## src/rtl/mux4_scan_ctrl.sv

```systemverilog
// Scan sequencer for a 4:1 mux: steps sel through the enabled channels in
// ascending order, dwells on each, captures mux_out and pulses done.
module mux4_scan_ctrl #(
  parameter int DWELL_W = 4
) (
  input  logic               clk,
  input  logic               rst,
  input  logic               start,
  input  logic [3:0]         ch_mask,
  input  logic [DWELL_W-1:0] dwell,
  input  logic               mux_out,
  output logic [1:0]         sel,
  output logic               busy,
  output logic               done,
  output logic [3:0]         sample,
  output logic               sample_valid
);

  typedef enum logic [1:0] {IDLE, SETTLE, CAPTURE, DONE} state_e;

  state_e             state_q;
  logic [3:0]         mask_q;
  logic [DWELL_W-1:0] dwell_q;
  logic [DWELL_W-1:0] count_q;
  logic [1:0]         sel_q;
  logic               busy_q;
  logic               done_q;
  logic [3:0]         sample_q;
  logic               valid_q;

  logic               first_found_d;
  logic [1:0]         first_ch_d;
  logic               next_found_d;
  logic [1:0]         next_ch_d;

  // Descending scan so the lowest qualifying channel is the last one written.
  // NOTE: every comb output gets a default first, so no latch is inferred.
  always_comb begin
    first_found_d = 1'b0;
    first_ch_d    = 2'd0;
    next_found_d  = 1'b0;
    next_ch_d     = sel_q;
    for (int i = 3; i >= 0; i--) begin
      if (ch_mask[i]) begin
        first_found_d = 1'b1;
        first_ch_d    = 2'(i);
      end
      if (mask_q[i] && (2'(i) > sel_q)) begin
        next_found_d = 1'b1;
        next_ch_d    = 2'(i);
      end
    end
  end

  // NOTE: sequential state uses non-blocking assignments only.
  always_ff @(posedge clk) begin
    if (rst) begin
      state_q  <= IDLE;
      mask_q   <= '0;
      dwell_q  <= '0;
      count_q  <= '0;
      sel_q    <= 2'd0;
      busy_q   <= 1'b0;
      done_q   <= 1'b0;
      sample_q <= 4'b0;
      valid_q  <= 1'b0;
    end else begin
      done_q <= 1'b0;
      case (state_q)
        IDLE: begin
          if (start) begin
            mask_q   <= ch_mask;
            dwell_q  <= dwell;
            sample_q <= 4'b0;
            if (first_found_d) begin
              sel_q   <= first_ch_d;
              count_q <= dwell;
              busy_q  <= 1'b1;
              valid_q <= 1'b0;
              state_q <= SETTLE;
            end else begin
              done_q  <= 1'b1;
              valid_q <= 1'b1;
              state_q <= DONE;
            end
          end
        end
        SETTLE: begin
          if (count_q != '0) count_q <= count_q - DWELL_W'(1);
          else               state_q <= CAPTURE;
        end
        CAPTURE: begin
          sample_q[sel_q] <= mux_out;
          if (next_found_d) begin
            sel_q   <= next_ch_d;
            count_q <= dwell_q;
            state_q <= SETTLE;
          end else begin
            busy_q  <= 1'b0;
            done_q  <= 1'b1;
            valid_q <= 1'b1;
            state_q <= DONE;
          end
        end
        DONE:    state_q <= IDLE;
        default: state_q <= IDLE;
      endcase
    end
  end

  assign sel          = sel_q;
  assign busy         = busy_q;
  assign done         = done_q;
  assign sample       = sample_q;
  assign sample_valid = valid_q;

endmodule

```

## config.mk

```make
export PLATFORM = sky130hd
export DESIGN_NAME = mux4_scan_ctrl
export DESIGN_NICKNAME = d
export VERILOG_FILES = /design/src/rtl/mux4_scan_ctrl.sv
export SDC_FILE = /design/constraint.sdc
export NUM_CORES = 1
export LEC_CHECK = 0
export CAP_MARGIN = 20
export CORE_ASPECT_RATIO = 1.4
export CORE_UTILIZATION = 40
export CTS_CLUSTER_SIZE = 16
export DETAILED_ROUTE_END_ITERATION = 6
export HOLD_SLACK_MARGIN = 0.08
export PLACE_DENSITY = 0.68
export SLEW_MARGIN = 30
export SYNTH_ARGS = -nofsm -noshare
export SYNTH_HDL_FRONTEND = slang
export SYNTH_SLANG_ARGS = --single-unit
```

## constraint.sdc

```tcl
create_clock -name clk -period 2.8 [get_ports clk]
set_input_delay 0.56 -clock clk [delete_from_list [all_inputs] [get_ports clk]]
set_output_delay 0.56 -clock clk [all_outputs]
set_load 0.01 [all_outputs]
```

==> impl_metrics.env, run 1 <==
export IMPL_yosysSeqAreaShare_pct=37.9
export IMPL_setup_worst_path_class="reg2reg"
export IMPL_dp_cells=203
export IMPL_row_count=22
export IMPL_p_sw_share_pct=44.2
export IMPL_yosysTopAreaCell="dfxtp_1"
export IMPL_synth_top_area_share_pct=37.9
export IMPL_yosysMostFrequentCell="nand2_1"
export IMPL_slew_violations=0
export IMPL_hold_ws_ns=0.467
export IMPL_endpoint_kind="register"
export IMPL_vdd_ir_drop_max_mv=0.585
export IMPL_cts_root_buf="clkbuf_4"
export IMPL_coreArea_sq_mm=0.00270
export IMPL_die_height_microns=65.8
export IMPL_num_vias=1109
export IMPL_drtIter0Drc=31
export IMPL_synthTopCellsByCount="nand2_1 (26), dfxtp_1 (22), a21oi_1 (21)"
export IMPL_p_clk_share_pct=10.2
export IMPL_hp_class="reg2reg"
export IMPL_power_frac_comb_pct=55.1
export IMPL_yosysWarnings=0
export IMPL_grt_setup_unrepaired="false"
export IMPL_grt_pass1_wl_mm=4.55
export IMPL_syn_mean_instance_area_sq_um=7.65
export IMPL_crit_buf_inv=1
export IMPL_initial_core_util_pct=43.1
export IMPL_drc_errors=0
export IMPL_clkLatencyLatePin_ns=0.30
export IMPL_antenna_found_initial=0
export IMPL_cts_buffers=3
export IMPL_p_per_area_mw_per_mm2=970
export IMPL_dpl_cell_area_sq_mm=0.00139
export IMPL_slew_headroom_pct=45.6
export IMPL_synthDistinctLibCells=30
export IMPL_worstPathMaxFanout=16
export IMPL_routed_wl_mm=2.68
export IMPL_ys_seq_elements=22
export IMPL_crit_reg2reg_capture="sel[1]$_SDFFE_PP0P_"
export IMPL_seqPwrFrac_pct=34.7
export IMPL_synth_ff_type="dfxtp_1"
export IMPL_viasPerCell=5.38
export IMPL_wire_per_inst_microns=13.0
export IMPL_p_switching_uw=605
export IMPL_hold_path_end="dwell_q[1]$_SDFFE_PP0P_"
export IMPL_ant_nets=0
export IMPL_cp_slowest_cell="ha_1"
export IMPL_worst_ep_required_time_ns=3.01
export IMPL_hold_viol=0
export IMPL_antennaDiodeCount=0
export IMPL_place_congestion=0.825
export IMPL_cts_max_path_buffers=2
export IMPL_die_w_microns=47.6
export IMPL_leakage_uw=0.000524
export IMPL_worstHoldPathCells=2
export IMPL_cts_hold_buf=0
export IMPL_htreeDepth=1
export IMPL_cts_tree="yes"
export IMPL_dieArea_sq_mm=0.00313
export IMPL_timing_final_crit_share_pct=79.0
export IMPL_syn_instance_count=152
export IMPL_tns_ns=0
export IMPL_reg2reg_slack_ns=0.59
export IMPL_r2r_start="state_q[0]$_SDFFE_PP0P_"
export IMPL_grt_overflow=0
export IMPL_clock_skew_ns=0.00692
export IMPL_clkSlewWorstSetupHoldPaths_ns=0.12
export IMPL_clkSinkCount=22
export IMPL_outcome="finished, final reports clean"
export IMPL_netlist_top_cells_area="dfxtp_1 (38%), a21oi_1 (9.0%), nand2_1 (8.4%)"
export IMPL_syn2layout_area_growth_pct=21.3
export IMPL_globalRouteTotalUtil_pct=19.9
export IMPL_numPortBuffers=20
export IMPL_postLayoutCellArea_sq_mm=0.00141
export IMPL_fin_nets=189
export IMPL_cap_violations=0
export IMPL_post_route_min_period_ns=2.21
export IMPL_syn_num_nets=169
export IMPL_fin_cells=206
export IMPL_first_pass_iters=4
export IMPL_cp_arrival_ns=2.42
export IMPL_reg2reg_depth=7
export IMPL_min_from="dwell_q[1]$_SDFFE_PP0P_"
export IMPL_grt_max_degree=23
export IMPL_post_cts_setup_buffers=0
export IMPL_async_reset_ff_share_pct=0
export IMPL_dp_hpwl_mm=1.97
export IMPL_max_slew_worst_pin_slew_ns=0.813
export IMPL_syn_cell_area_sq_mm=0.00116
export IMPL_cpLargestDelayFamily="compound AO/OA/AOI/OAI gates"
export IMPL_fmax_ghz=0.452
export IMPL_finalSetupViolations=0
export IMPL_cellInternalPower_uw=763
export IMPL_cp_slowest_stage_delay_ns=0.55
export IMPL_startpoint_type="register"
export IMPL_ios=21
export IMPL_ctsResizeCount=0
export IMPL_grt_pass1_vias=1104
export IMPL_synth_edff_count=0
export IMPL_layout_drive_gt1_share_pct=4.12
export IMPL_cp_cell_sequence="inv_1, ha_1, mux2i_1, a21o_1, a21oi_2, a21oi_1, a311oi_1"
-- worst max path at each step --
| stage | start | to | slack, ns | cells past startpoint |
|---|---|---|---|---|
| floorplan | state_q[0]$_SDFFE_PP0P_ | sel[1]$_SDFFE_PP0P_ | 1.19 | 7 |
| global placement | ch_mask[3] | count_q[2]$_SDFFE_PP0P_ | 0.56 | 6 |
| detailed placement | ch_mask[3] | count_q[3]$_SDFFE_PP0P_ | 0.53 | 6 |
| CTS | state_q[0]$_SDFFE_PP0P_ | sel[1]$_SDFFE_PP0P_ | 0.61 | 7 |
| global route | state_q[0]$_SDFFE_PP0P_ | sel[1]$_SDFFE_PP0P_ | 0.41 | 7 |
| finish | state_q[0]$_SDFFE_PP0P_ | sel[1]$_SDFFE_PP0P_ | 0.59 | 7 |
-- cell type report --
class | instances | area [sq um]
Multi-Input combinational cell | 114 | 661
Inverter | 11 | 41.3
Tap cell | 36 | 45.0
Fill cell | 287 | 1290
Sequential cell | 22 | 440
Timing Repair Buffer | 20 | 200
Clock buffer | 3 | 22.5
-- cell usage in the layout, fill, tap and decap left out --
cell type,synthesis,routed
nand2_1,26,26
inv_1,11,11
nand2b_1,2,2
o311ai_1,1,1
a31oi_1,1,1
nor3b_1,1,1
mux2i_1,1,1
nor2_1,18,18
nor2b_1,1,1
a22oi_1,4,4
a311oi_1,2,2
xor2_1,2,2
o21ai_0,10,10
nor2b_2,1,1
clkdlybuf4s50_1,0,20
nand3_1,2,2
o311a_1,2,2
o211ai_1,1,1
a311o_1,1,1
a21oi_1,21,21
o211ai_4,1,1
a21oi_2,1,1
a21o_1,1,1
a211o_1,3,3
ha_1,5,5
nor3_1,4,4
clkbuf_4,0,3
a221oi_1,1,1
dfxtp_1,22,22
nor4_2,1,1
-- state kept, by name, summed over array words and instances (netlist names) --
signal        flops
count_q           4
state_q           2
done              1
dwell_q           4
sample            4
sel               2
busy              1
mask_q            3
sample_valid      1
-- kinds of logic after synthesis --
group	share of synthesized area (%)
muxes	0.861
buffers and inverters	5.27
and+or+nand+nor	20.9
xor gates and xnor gates	1.51
AOI/OAI and AO/OA	28.2
adders and majority gates	5.38
DFF	37.9
-- power groups by stage --
| stage | clock (uW) | combinational (uW) | sequential [uW] |
|---|---|---|---|
| finish | 140 | 754 | 475 |
| global route | 155 | 847 | 487 |
| CTS | 147 | 756 | 475 |
| detailed placement | 0 | 754 | 482 |
| global placement | 0 | 744 | 480 |
| floorplan | 0 | 542 | 478 |
-- tightest hold or removal path, stage by stage (launching register included) --
cell	delay, ns
dfxtp_1	0.33
nand2_1	0.05
a21oi_1	0.05
-- per-layer routing --
layer / global-route usage, % / routed length [microns] / share of wire (%)
met4: 5.21 / 13 / 0.49
met5: 0 / 0 / 0
met2: 38.0 / 1420 / 53
met1: 21.8 / 1170 / 44
met3: 1.64 / 75 / 2.8
-- metrics by stage --
step | power (uW) | setup WS (ns) | util, %
after global routing | 1490 | 0.410 | 52.3
after detailed placement | 1240 | 0.529 | 51.4
final | 1370 | 0.588 | 52.3
after CTS | 1380 | 0.610 | 52.3
after floorplan | 1020 | 1.19 | -
after global placement | 1220 | 0.561 | 51.4
Note: power is estimated with default switching activity, not from simulation.
==> run 2, diff against run 1 <==
Settings changed: PLACE_DENSITY 0.68 to 0.7.
Clock period 2.8 ns to 2 ns, I/O delays scaled along.
==> run 2 against run 1 <==
Against the previous run:
- sequential power up 39%
- largest power group unchanged
- via count up 5.7%
- wire length up 3.5%
- die area unchanged
- setup slack worse by 0.38 ns
- non-clock buffer count up 11
- largest cell class unchanged
==> impl_metrics.env, run 2 (same netlist as run 1, synthesis figures left out) <==
export IMPL_hold_ws_ns=0.461
export IMPL_clkSlewWorstSetupHoldPaths_ns=0.11
export IMPL_tns_ns=0
export IMPL_outcome="finished, final reports clean"
export IMPL_antenna_found_initial=0
export IMPL_worst_ep_required_time_ns=1.60
export IMPL_wire_per_inst_microns=12.8
export IMPL_drc_errors=0
export IMPL_worstPathMaxFanout=8
export IMPL_dp_hpwl_mm=2.07
export IMPL_fmax_ghz=0.559
export IMPL_coreArea_sq_mm=0.00270
export IMPL_fin_nets=200
export IMPL_cp_slowest_stage_delay_ns=0.60
export IMPL_dpl_cell_area_sq_mm=0.00147
export IMPL_cap_violations=0
export IMPL_p_per_area_mw_per_mm2=1330
export IMPL_timing_final_crit_share_pct=89.5
export IMPL_place_ws_ns=-0.0310
export IMPL_die_height_microns=65.8
export IMPL_ios=21
export IMPL_final_cell_mix="nand2_1 (26), dfxtp_1 (22), a21oi_1 (21)"
export IMPL_cts_hold_buf=0
export IMPL_globalRouteTotalUtil_pct=21.4
export IMPL_numPortBuffers=20
export IMPL_setup_worst_path_class="reg2out"
export IMPL_initial_core_util_pct=43.1
export IMPL_viasPerCell=5.40
export IMPL_antennaDiodeCount=0
export IMPL_vdd_ir_drop_max_mv=0.671
export IMPL_first_pass_iters=4
export IMPL_clkLatencyLatePin_ns=0.30
export IMPL_dieArea_sq_mm=0.00313
export IMPL_ant_nets=0
export IMPL_syn2layout_area_growth_pct=28.6
export IMPL_cpLargestDelayFamily="buffers and inverters"
export IMPL_grt_pass1_vias=1164
export IMPL_grt_setup_unrepaired="false"
export IMPL_grt_overflow=0
export IMPL_final_common_cell="nand2_1"
export IMPL_num_vias=1172
export IMPL_crit_buf_inv=1
export IMPL_post_route_min_period_ns=1.79
export IMPL_dp_cells=214
export IMPL_startpoint_type="register"
export IMPL_layout_drive_gt1_share_pct=10.5
export IMPL_endpoint_kind="primary output"
export IMPL_hold_viol=0
export IMPL_slew_headroom_pct=72.8
export IMPL_finalSetupViolations=0
export IMPL_ctsResizeCount=0
export IMPL_cp_cell_sequence="clkdlybuf4s50_1"
export IMPL_fin_cells=217
export IMPL_die_w_microns=47.6
export IMPL_htreeDepth=1
export IMPL_cts_root_buf="clkbuf_4"
export IMPL_max_slew_worst_pin_slew_ns=0.401
export IMPL_row_count=22
export IMPL_clkSinkCount=22
export IMPL_hp_class="reg2reg"
export IMPL_grt_max_degree=23
export IMPL_cts_buffers=3
export IMPL_routed_wl_mm=2.77
export IMPL_postLayoutCellArea_sq_mm=0.00150
export IMPL_timing_final_ws_setup_ns=0.210
export IMPL_cp_arrival_ns=1.39
export IMPL_drtIter0Drc=54
export IMPL_cts_tree="yes"
export IMPL_place_congestion=0.849
export IMPL_slew_violations=0
export IMPL_cts_max_path_buffers=2
export IMPL_post_cts_setup_buffers=0
export IMPL_grt_pass1_wl_mm=4.99
export IMPL_clock_skew_ns=0.00102
export IMPL_cp_slowest_cell="clkdlybuf4s50_1"
export IMPL_leakage_uw=0.000576
run 2: path summary, 6_finish.rpt:
kind                            from                      to  slack [ns]  depth (start not counted)
min reg2reg   mask_q[1]$_SDFFE_PP0P_  mask_q[1]$_SDFFE_PP0P_        0.46                          2
max reg2reg  state_q[0]$_SDFFE_PP0P_     sel[1]$_SDFFE_PP0P_        0.21                          7
max              sel[0]$_SDFFE_PP0P_                  sel[0]        0.21                          1
min           mask_q[1]$_SDFFE_PP0P_  mask_q[1]$_SDFFE_PP0P_        0.46                          2
run 2: final cells by class:
cell class,count,area [sq um]
Inverter,11,41.3
Fill cell,278,1200
Clock buffer,3,22.5
Timing Repair Buffer,31,283
Multi-Input combinational cell,114,663
Sequential cell,22,440
Tap cell,36,45.0
run 2: power breakdown:
group	internal [uW]	switching, uW	total, uW
Clock	70.1	125	195
Combinational	504	633	1140
Sequential	554	107	661
Total	1130	866	1990
run 2: through the flow:
stage / util, % / power (uW)
2_1_floorplan: - / 1430
3_3_place_gp: 54.5 / 1780
3_5_place_dp: 54.5 / 1790
4_1_cts: 55.3 / 1990
5_1_grt: 55.4 / 2180
6_report: 55.4 / 1990
run 2: metal layers:
layer	global-route usage [%]	vias to the layer above	share of wire, %
met5	0	-	0
met4	5.90	0	0.69
met3	2.46	4	3.8
met2	38.7	31	53
met1	25.1	547	43
li1	-	590	-
